--- src/rtl/fact_pkg.sv ---
// -----------------------------------------------------------------------------
// fact_pkg
//   Shared definitions for the memory-mapped factorial accelerator:
//   register addresses, CTRL/STATUS bit positions and the FSM state encoding.
//   No ports; imported by fact_mul_step and fact_accel_mm.
// -----------------------------------------------------------------------------
package fact_pkg;

   // Register map (2-bit address bus)
   localparam logic [1:0] ADDR_N      = 2'b00;
   localparam logic [1:0] ADDR_CTRL   = 2'b01;
   localparam logic [1:0] ADDR_STATUS = 2'b10;
   localparam logic [1:0] ADDR_RESULT = 2'b11;

   // CTRL bits: go and clr are write-1 pulses, irq_en is a stored bit
   localparam int GO_BIT    = 0;
   localparam int IRQEN_BIT = 1;
   localparam int CLR_BIT   = 2;

   // STATUS bits
   localparam int BUSY_BIT = 0;
   localparam int DONE_BIT = 1;
   localparam int ERR_BIT  = 2;

   // Controller states; busy is asserted only in S_MUL
   typedef enum logic [1:0] {
      S_IDLE = 2'b00,
      S_MUL  = 2'b01,
      S_DONE = 2'b10
   } state_t;

endpackage : fact_pkg

--- src/rtl/fact_mul_step.sv ---
// -----------------------------------------------------------------------------
// fact_mul_step
//   One combinational step of the factorial loop: multiplies the running
//   product by the current down-counter and flags when the exact result does
//   not fit in DATA_W bits.
//
//   Ports
//     product   in  DATA_W  running product
//     cnt       in  N_W     current multiplier (down-counter value)
//     prod_next out DATA_W  low DATA_W bits of product*cnt
//     ovf       out 1       any of the upper DATA_W bits of product*cnt set
// -----------------------------------------------------------------------------
module fact_mul_step
   import fact_pkg::*;
#(
   parameter int N_W    = 5,
   parameter int DATA_W = 32
) (
   input  logic [DATA_W-1:0] product,
   input  logic [N_W-1:0]    cnt,
   output logic [DATA_W-1:0] prod_next,
   output logic              ovf
);

   // Full-width product so that overflow detection is exact.
   logic [2*DATA_W-1:0] full;

   assign full      = (2*DATA_W)'(product) * (2*DATA_W)'(cnt);
   assign prod_next = full[DATA_W-1:0];
   assign ovf       = |full[2*DATA_W-1:DATA_W];

endmodule : fact_mul_step

--- src/rtl/fact_accel_mm.sv ---
// -----------------------------------------------------------------------------
// fact_accel_mm
//   Memory-mapped iterative factorial accelerator. The host writes n, then a
//   go pulse in CTRL, and either polls STATUS or waits for irq. One multiply
//   step is performed per clock; if an intermediate product would not fit in
//   DATA_W bits the result saturates to all-ones and err is raised.
//
//   Ports
//     clk  in   1       system clock, rising edge
//     rst  in   1       asynchronous active-low reset
//     WD   in   N_W     write data
//     WE   in   1       write enable, sampled on rising clk
//     A    in   2       register address (N / CTRL / STATUS / RESULT)
//     RD   out  DATA_W  read data, combinational from A
//     irq  out  1       done & irq_en
//
//   Handshake: the bus has no ready; a write with WE=1 is taken on the rising
//   edge it is presented at. Writes that are not meaningful in the current
//   state (N, go or clr while computing, anything to STATUS/RESULT) are
//   silently dropped, so the host never has to wait before writing.
// -----------------------------------------------------------------------------
module fact_accel_mm
   import fact_pkg::*;
#(
   parameter int N_W    = 5,
   parameter int DATA_W = 32
) (
   input  logic              clk,
   input  logic              rst,
   input  logic [N_W-1:0]    WD,
   input  logic              WE,
   input  logic [1:0]        A,
   output logic [DATA_W-1:0] RD,
   output logic              irq
);

   // ---------------------------------------------------------------------
   // Registers
   // ---------------------------------------------------------------------
   state_t              state_q;
   state_t              state_d;
   logic [N_W-1:0]      n_q;
   logic                irq_en_q;
   logic [DATA_W-1:0]   product_q;
   logic [N_W-1:0]      cnt_q;
   logic [DATA_W-1:0]   result_q;
   logic                done_q;
   logic                err_q;

   // ---------------------------------------------------------------------
   // Decoded bus writes
   // ---------------------------------------------------------------------
   logic wr_n;
   logic wr_ctrl;
   logic go_wr;
   logic clr_wr;
   logic go_acc;
   logic clr_acc;
   logic in_mul;
   logic last_step;

   assign wr_n    = WE && (A == ADDR_N);
   assign wr_ctrl = WE && (A == ADDR_CTRL);
   assign go_wr   = wr_ctrl && WD[GO_BIT];
   assign clr_wr  = wr_ctrl && WD[CLR_BIT];

   // Go and clr are only honoured outside the computation; go wins over clr.
   assign go_acc  = go_wr && (state_q != S_MUL);
   assign clr_acc = clr_wr && !go_wr && (state_q != S_MUL);

   // ---------------------------------------------------------------------
   // Multiply step
   // ---------------------------------------------------------------------
   logic [DATA_W-1:0] prod_next;
   logic              mul_ovf;

   fact_mul_step #(
      .N_W    (N_W),
      .DATA_W (DATA_W)
   ) u_mul_step (
      .product   (product_q),
      .cnt       (cnt_q),
      .prod_next (prod_next),
      .ovf       (mul_ovf)
   );

   // n=0 and n=1 terminate on the first step with product=1.
   assign last_step = (cnt_q <= N_W'(1));

   // ---------------------------------------------------------------------
   // FSM: state register
   // ---------------------------------------------------------------------
   always_ff @(posedge clk or negedge rst) begin
      if (!rst) begin
         state_q <= S_IDLE;
      end else begin
         state_q <= state_d;
      end
   end

   // ---------------------------------------------------------------------
   // FSM: next-state logic
   // ---------------------------------------------------------------------
   always_comb begin
      state_d = state_q;
      case (state_q)
         S_IDLE: begin
            if (go_acc) begin
               state_d = S_MUL;
            end
         end
         S_MUL: begin
            if (last_step || mul_ovf) begin
               state_d = S_DONE;
            end
         end
         S_DONE: begin
            if (go_acc) begin
               state_d = S_MUL;
            end else if (clr_acc) begin
               state_d = S_IDLE;
            end
         end
         default: begin
            state_d = S_IDLE;
         end
      endcase
   end

   // ---------------------------------------------------------------------
   // FSM: outputs
   // ---------------------------------------------------------------------
   always_comb begin
      in_mul = 1'b0;
      case (state_q)
         S_MUL:   in_mul = 1'b1;
         default: in_mul = 1'b0;
      endcase
   end

   // ---------------------------------------------------------------------
   // Host-visible configuration registers
   // ---------------------------------------------------------------------
   always_ff @(posedge clk or negedge rst) begin
      if (!rst) begin
         n_q      <= '0;
         irq_en_q <= 1'b0;
      end else begin
         // n is frozen while a computation is running.
         if (wr_n && !in_mul) begin
            n_q <= WD;
         end
         // irq_en may be changed at any time.
         if (wr_ctrl) begin
            irq_en_q <= WD[IRQEN_BIT];
         end
      end
   end

   // ---------------------------------------------------------------------
   // Datapath: product, counter, result and completion flags
   // ---------------------------------------------------------------------
   always_ff @(posedge clk or negedge rst) begin
      if (!rst) begin
         product_q <= '0;
         cnt_q     <= '0;
         result_q  <= '0;
         done_q    <= 1'b0;
         err_q     <= 1'b0;
      end else begin
         if (go_acc) begin
            product_q <= DATA_W'(1);
            cnt_q     <= n_q;
            done_q    <= 1'b0;
            err_q     <= 1'b0;
         end else if (clr_acc) begin
            // result is deliberately kept across clr.
            done_q <= 1'b0;
            err_q  <= 1'b0;
         end else if (in_mul) begin
            if (last_step) begin
               result_q <= product_q;
               done_q   <= 1'b1;
            end else if (mul_ovf) begin
               result_q <= '1;
               err_q    <= 1'b1;
               done_q   <= 1'b1;
            end else begin
               product_q <= prod_next;
               cnt_q     <= cnt_q - N_W'(1);
            end
         end
      end
   end

   // ---------------------------------------------------------------------
   // Read mux and interrupt
   // ---------------------------------------------------------------------
   always_comb begin
      RD = '0;
      case (A)
         ADDR_N: begin
            RD = DATA_W'(n_q);
         end
         ADDR_CTRL: begin
            // go and clr are pulses and always read back as 0.
            RD[IRQEN_BIT] = irq_en_q;
         end
         ADDR_STATUS: begin
            RD[BUSY_BIT] = in_mul;
            RD[DONE_BIT] = done_q;
            RD[ERR_BIT]  = err_q;
         end
         ADDR_RESULT: begin
            RD = result_q;
         end
         default: begin
            RD = '0;
         end
      endcase
   end

   assign irq = done_q & irq_en_q;

endmodule : fact_accel_mm

--- config.mk ---
export PLATFORM = sky130hd
export DESIGN_NAME = fact_accel_mm
export DESIGN_NICKNAME = d
export VERILOG_FILES = /design/src/rtl/fact_pkg.sv /design/src/rtl/fact_mul_step.sv /design/src/rtl/fact_accel_mm.sv
export SDC_FILE = /design/constraint.sdc
export NUM_CORES = 1
export LEC_CHECK = 0
export ABC_AREA = 1
export BUFFER_PORTS_ARGS = -buffer_cell sky130_fd_sc_hd__buf_2
export CAP_MARGIN = 30
export CORE_UTILIZATION = 40
export CTS_BUF_LIST = sky130_fd_sc_hd__clkbuf_8
export DETAILED_ROUTE_END_ITERATION = 10
export SYNTH_ARGS = -nofsm -noshare
export SYNTH_HDL_FRONTEND = slang
export SYNTH_SLANG_ARGS = --single-unit
--- constraint.sdc ---
create_clock -name clk -period 6.2 [get_ports clk]
set_input_delay 1.55 -clock clk [delete_from_list [all_inputs] [get_ports clk]]
set_output_delay 1.55 -clock clk [all_outputs]
set_load 0.01 [all_outputs]
==> results by group <==
Final layout
  • Final Net Count: 1639
  • Final non-filler cell total: 1816
  • Layout area overhead: 7.44%
  • Diodes inserted: 0
  • Fillcell total: 2545
  • Design Area, Final: 10700 µm²
  • Ratio of cells with drive above 1 in the final layout: 10.5%

Place
  • Placed Instances: 1800
  • Setup Slack @ Placement: 750 ps
  • Gpl congestion: 0.858
  • Number of port buffers: 42
  • Placed inst area: 10500 µm²
  • Post-DP HPWL: 20300 µm

Yosys
  • Synthesized net count: 1621
  • Most common flop cell mapped by yosys: dfrtp_1
  • Count leader, synth: nand2_1
  • Seq/Total Area, Yosys: 19.9%
  • Post-synth EDFFs: 0
  • Post-Synthesis Cell Area: 9940 µm²
  • Number of synthesized register bits: 79
  • Async SR Flop Fraction: 100%
  • Post-synthesis cell type count: 43
  • Synth top area share: 19.9%
  • Ranking of synthesized cells by area: dfrtp_1, fa_1, nand2_1, inv_1, ha_1
  • Area leader, netlist: dfrtp_1
  • Synth cell count leaders: nand2_1, inv_1, nand3_1, fa_1, dfrtp_1
  • Yosys warns: 0
  • Syn Inst Count: 1469
  • Syn Area/Cell: 6.76 µm²

Clock network
  • Clk Tree Root Cell: clkbuf_8
  • CTS Buffer Depth: 2
  • # hold bufs at CTS: 0
  • Clk slew on worst S/H paths: 90 ps
  • Skew-Pair Late Insertion Delay: 380 ps
  • CTS tree: yes
  • Post-CTS Resized: 0
  • Setup Fix Bufs, Post-CTS: 0
  • CTS sink cnt: 79
  • H-tree Lvls: 3
  • CTS Buf Count: 9

Min path
  • HP Class: reg2reg

Routing
  • Via count: 8613
  • Iteration-0 DRC Markers: 747
  • Via density: 4.74
  • WL final: 25500 µm
  • Pre-antenna DRT Iters: 4
  • Post-DRT Antenna Nets: 0
  • Wire per inst: 14.1 µm
  • Detailed-route DRC error count: 0

Timing
  • PnR worst setup slack: 707 ps
  • Final Max Tran Viols: 0
  • Setup TNS: 0 ps
  • Worst-Margin Slew: 920 ps
  • Worst Skew: 12.0 ps
  • RSZ-0062 raised after global routing: no
  • F_max: 182 MHz
  • Fin crit period: 5490 ps
  • Crit share post-route: 88.6%
  • Hold Fails Final Rpt: 0
  • Slew headroom: 38.5%
  • Final Setup Violations: 0

Critical path
  • Setup CP Type: reg2reg
  • Worst setup EP type: register
  • CP Launch Type: register
  • Critical path arrival: 5820 ps
  • Crit path required time: 6520 ps
  • Crit Path Max Fanout: 22

Outcome
  • Outcome: complete, no violations

GRT
  • Vias in the first global route: 8774
  • GRT Util Overall: 21.6%
  • Global-route wire length before repair: 44400 µm
  • GRT overflow: 0
  • Largest net degree at the start of global routing: 68
  • Antenna violations before repair: 0

Pwr
  • Total power: 4600 µW
  • Power density over cell area: 431 nW/µm²
  • Maximum vdd drop: 0.188 mV
  • Pleak: 0.00697 µW

Floorplan
  • IO Pins: 43
  • Die W: 160 µm
  • Area of the core: 24300 µm²
  • Row cnt: 57
  • Initial Util: 40.9%
  • Die ar.: 25500 µm²
  • Die Y: 160 µm

Run
  • Max-Cap Viols: 0
==> state kept, by name, indices dropped and copies added (netlist names) <==
signal and count:
cnt_q 5, done_q 1, err_q 1, irq_en_q 1, n_q 5, product_q 32
result_q 32, state_q 2
==> cell families after synthesis <==
group	Yosys count	share of synthesized area, %
fa+ha+maj	142	24.7
buf+inv	413	16.2
mux	2	0.227
compound gates	74	4.12
flops	79	19.9
xor+xnor	24	2.12
simple gates	735	32.8
==> critical path, cell delays in order, from the launching register on <==
cell and delay [ps]:
dfrtp_1 820, buf_4 330, nand2_1 70, inv_1 80
fa_1 460, fa_1 500, inv_1 60, fa_1 500
inv_1 50, ha_1 320, nand2_1 160, inv_1 70
a21oi_2 210, o21ai_1 100, a21oi_1 260, nand2_1 110
nand2_1 70, nand2_1 80, nor2_4 150, nand4_4 380
nand2_2 470, nand2_1 110, nand2_1 70
==> report_power, final <==
group / total (µW) / internal (µW) / switching, µW
registers: 1070 / 731 / 335
logic: 3120 / 1150 / 1970
clock network: 417 / 200 / 216
==> worst paths after layout <==
check,startpoint,to,slack (ps),depth (start not counted)
min in group asynchronous,rst,result_q[5],980,1
hold / removal,state_q[0],state_q[0],490,1
setup reg to reg,cnt_q[3],product_q[5],710,22
max in group asynchronous,rst,irq_en_q,4450,3
hold reg to reg,state_q[0],state_q[0],490,1
setup / recovery,cnt_q[3],product_q[5],710,22
==> layer usage <==
layer / wire length, µm / track usage [%]
met4: 660 / 7.56
met3: 1110 / 2.81
met1: 12900 / 31.6
met5: 0 / 0
met2: 10800 / 32.5
==> metrics by stage <==
step,hold WS (ps),utilization [%]
floorplan,435,-
global placement,468,42.8
detailed placement,475,43.1
CTS,490,43.9
global route,516,43.9
finish,495,43.9
==> final cells by class <==
type	count	area (µm²)	share of cell area, %
multi-input cells	977	6350	59.5
flip-flops and latches	79	1980	18.5
inverters	362	1360	12.8
well taps	324	405	3.80
repair buffers	58	373	3.49
clock buffers	10	138	1.29
clock inverters	6	68.8	0.645
==> cell usage in the layout (no fill, tap or decap), types with 3 or more instances in the layout <==
master    count
nor2_2        6
nand3_2      22
xor2_1       13
nand4_1       4
inv_1       358
buf_4        15
buf_2        41
a31oi_1       3
nor3_1        3
o21ai_0      17
nand2_2      11
ha_1         52
nand2_1     476
a21oi_1      41
xnor2_1      11
or2_2        32
nor2_1       46
and3_1        4
fa_1         90
nand3b_1      3
dfrtp_1      79
clkbuf_8     10
nand3_1     121
o21bai_1      3
Power figures use the tool's default switching activity.
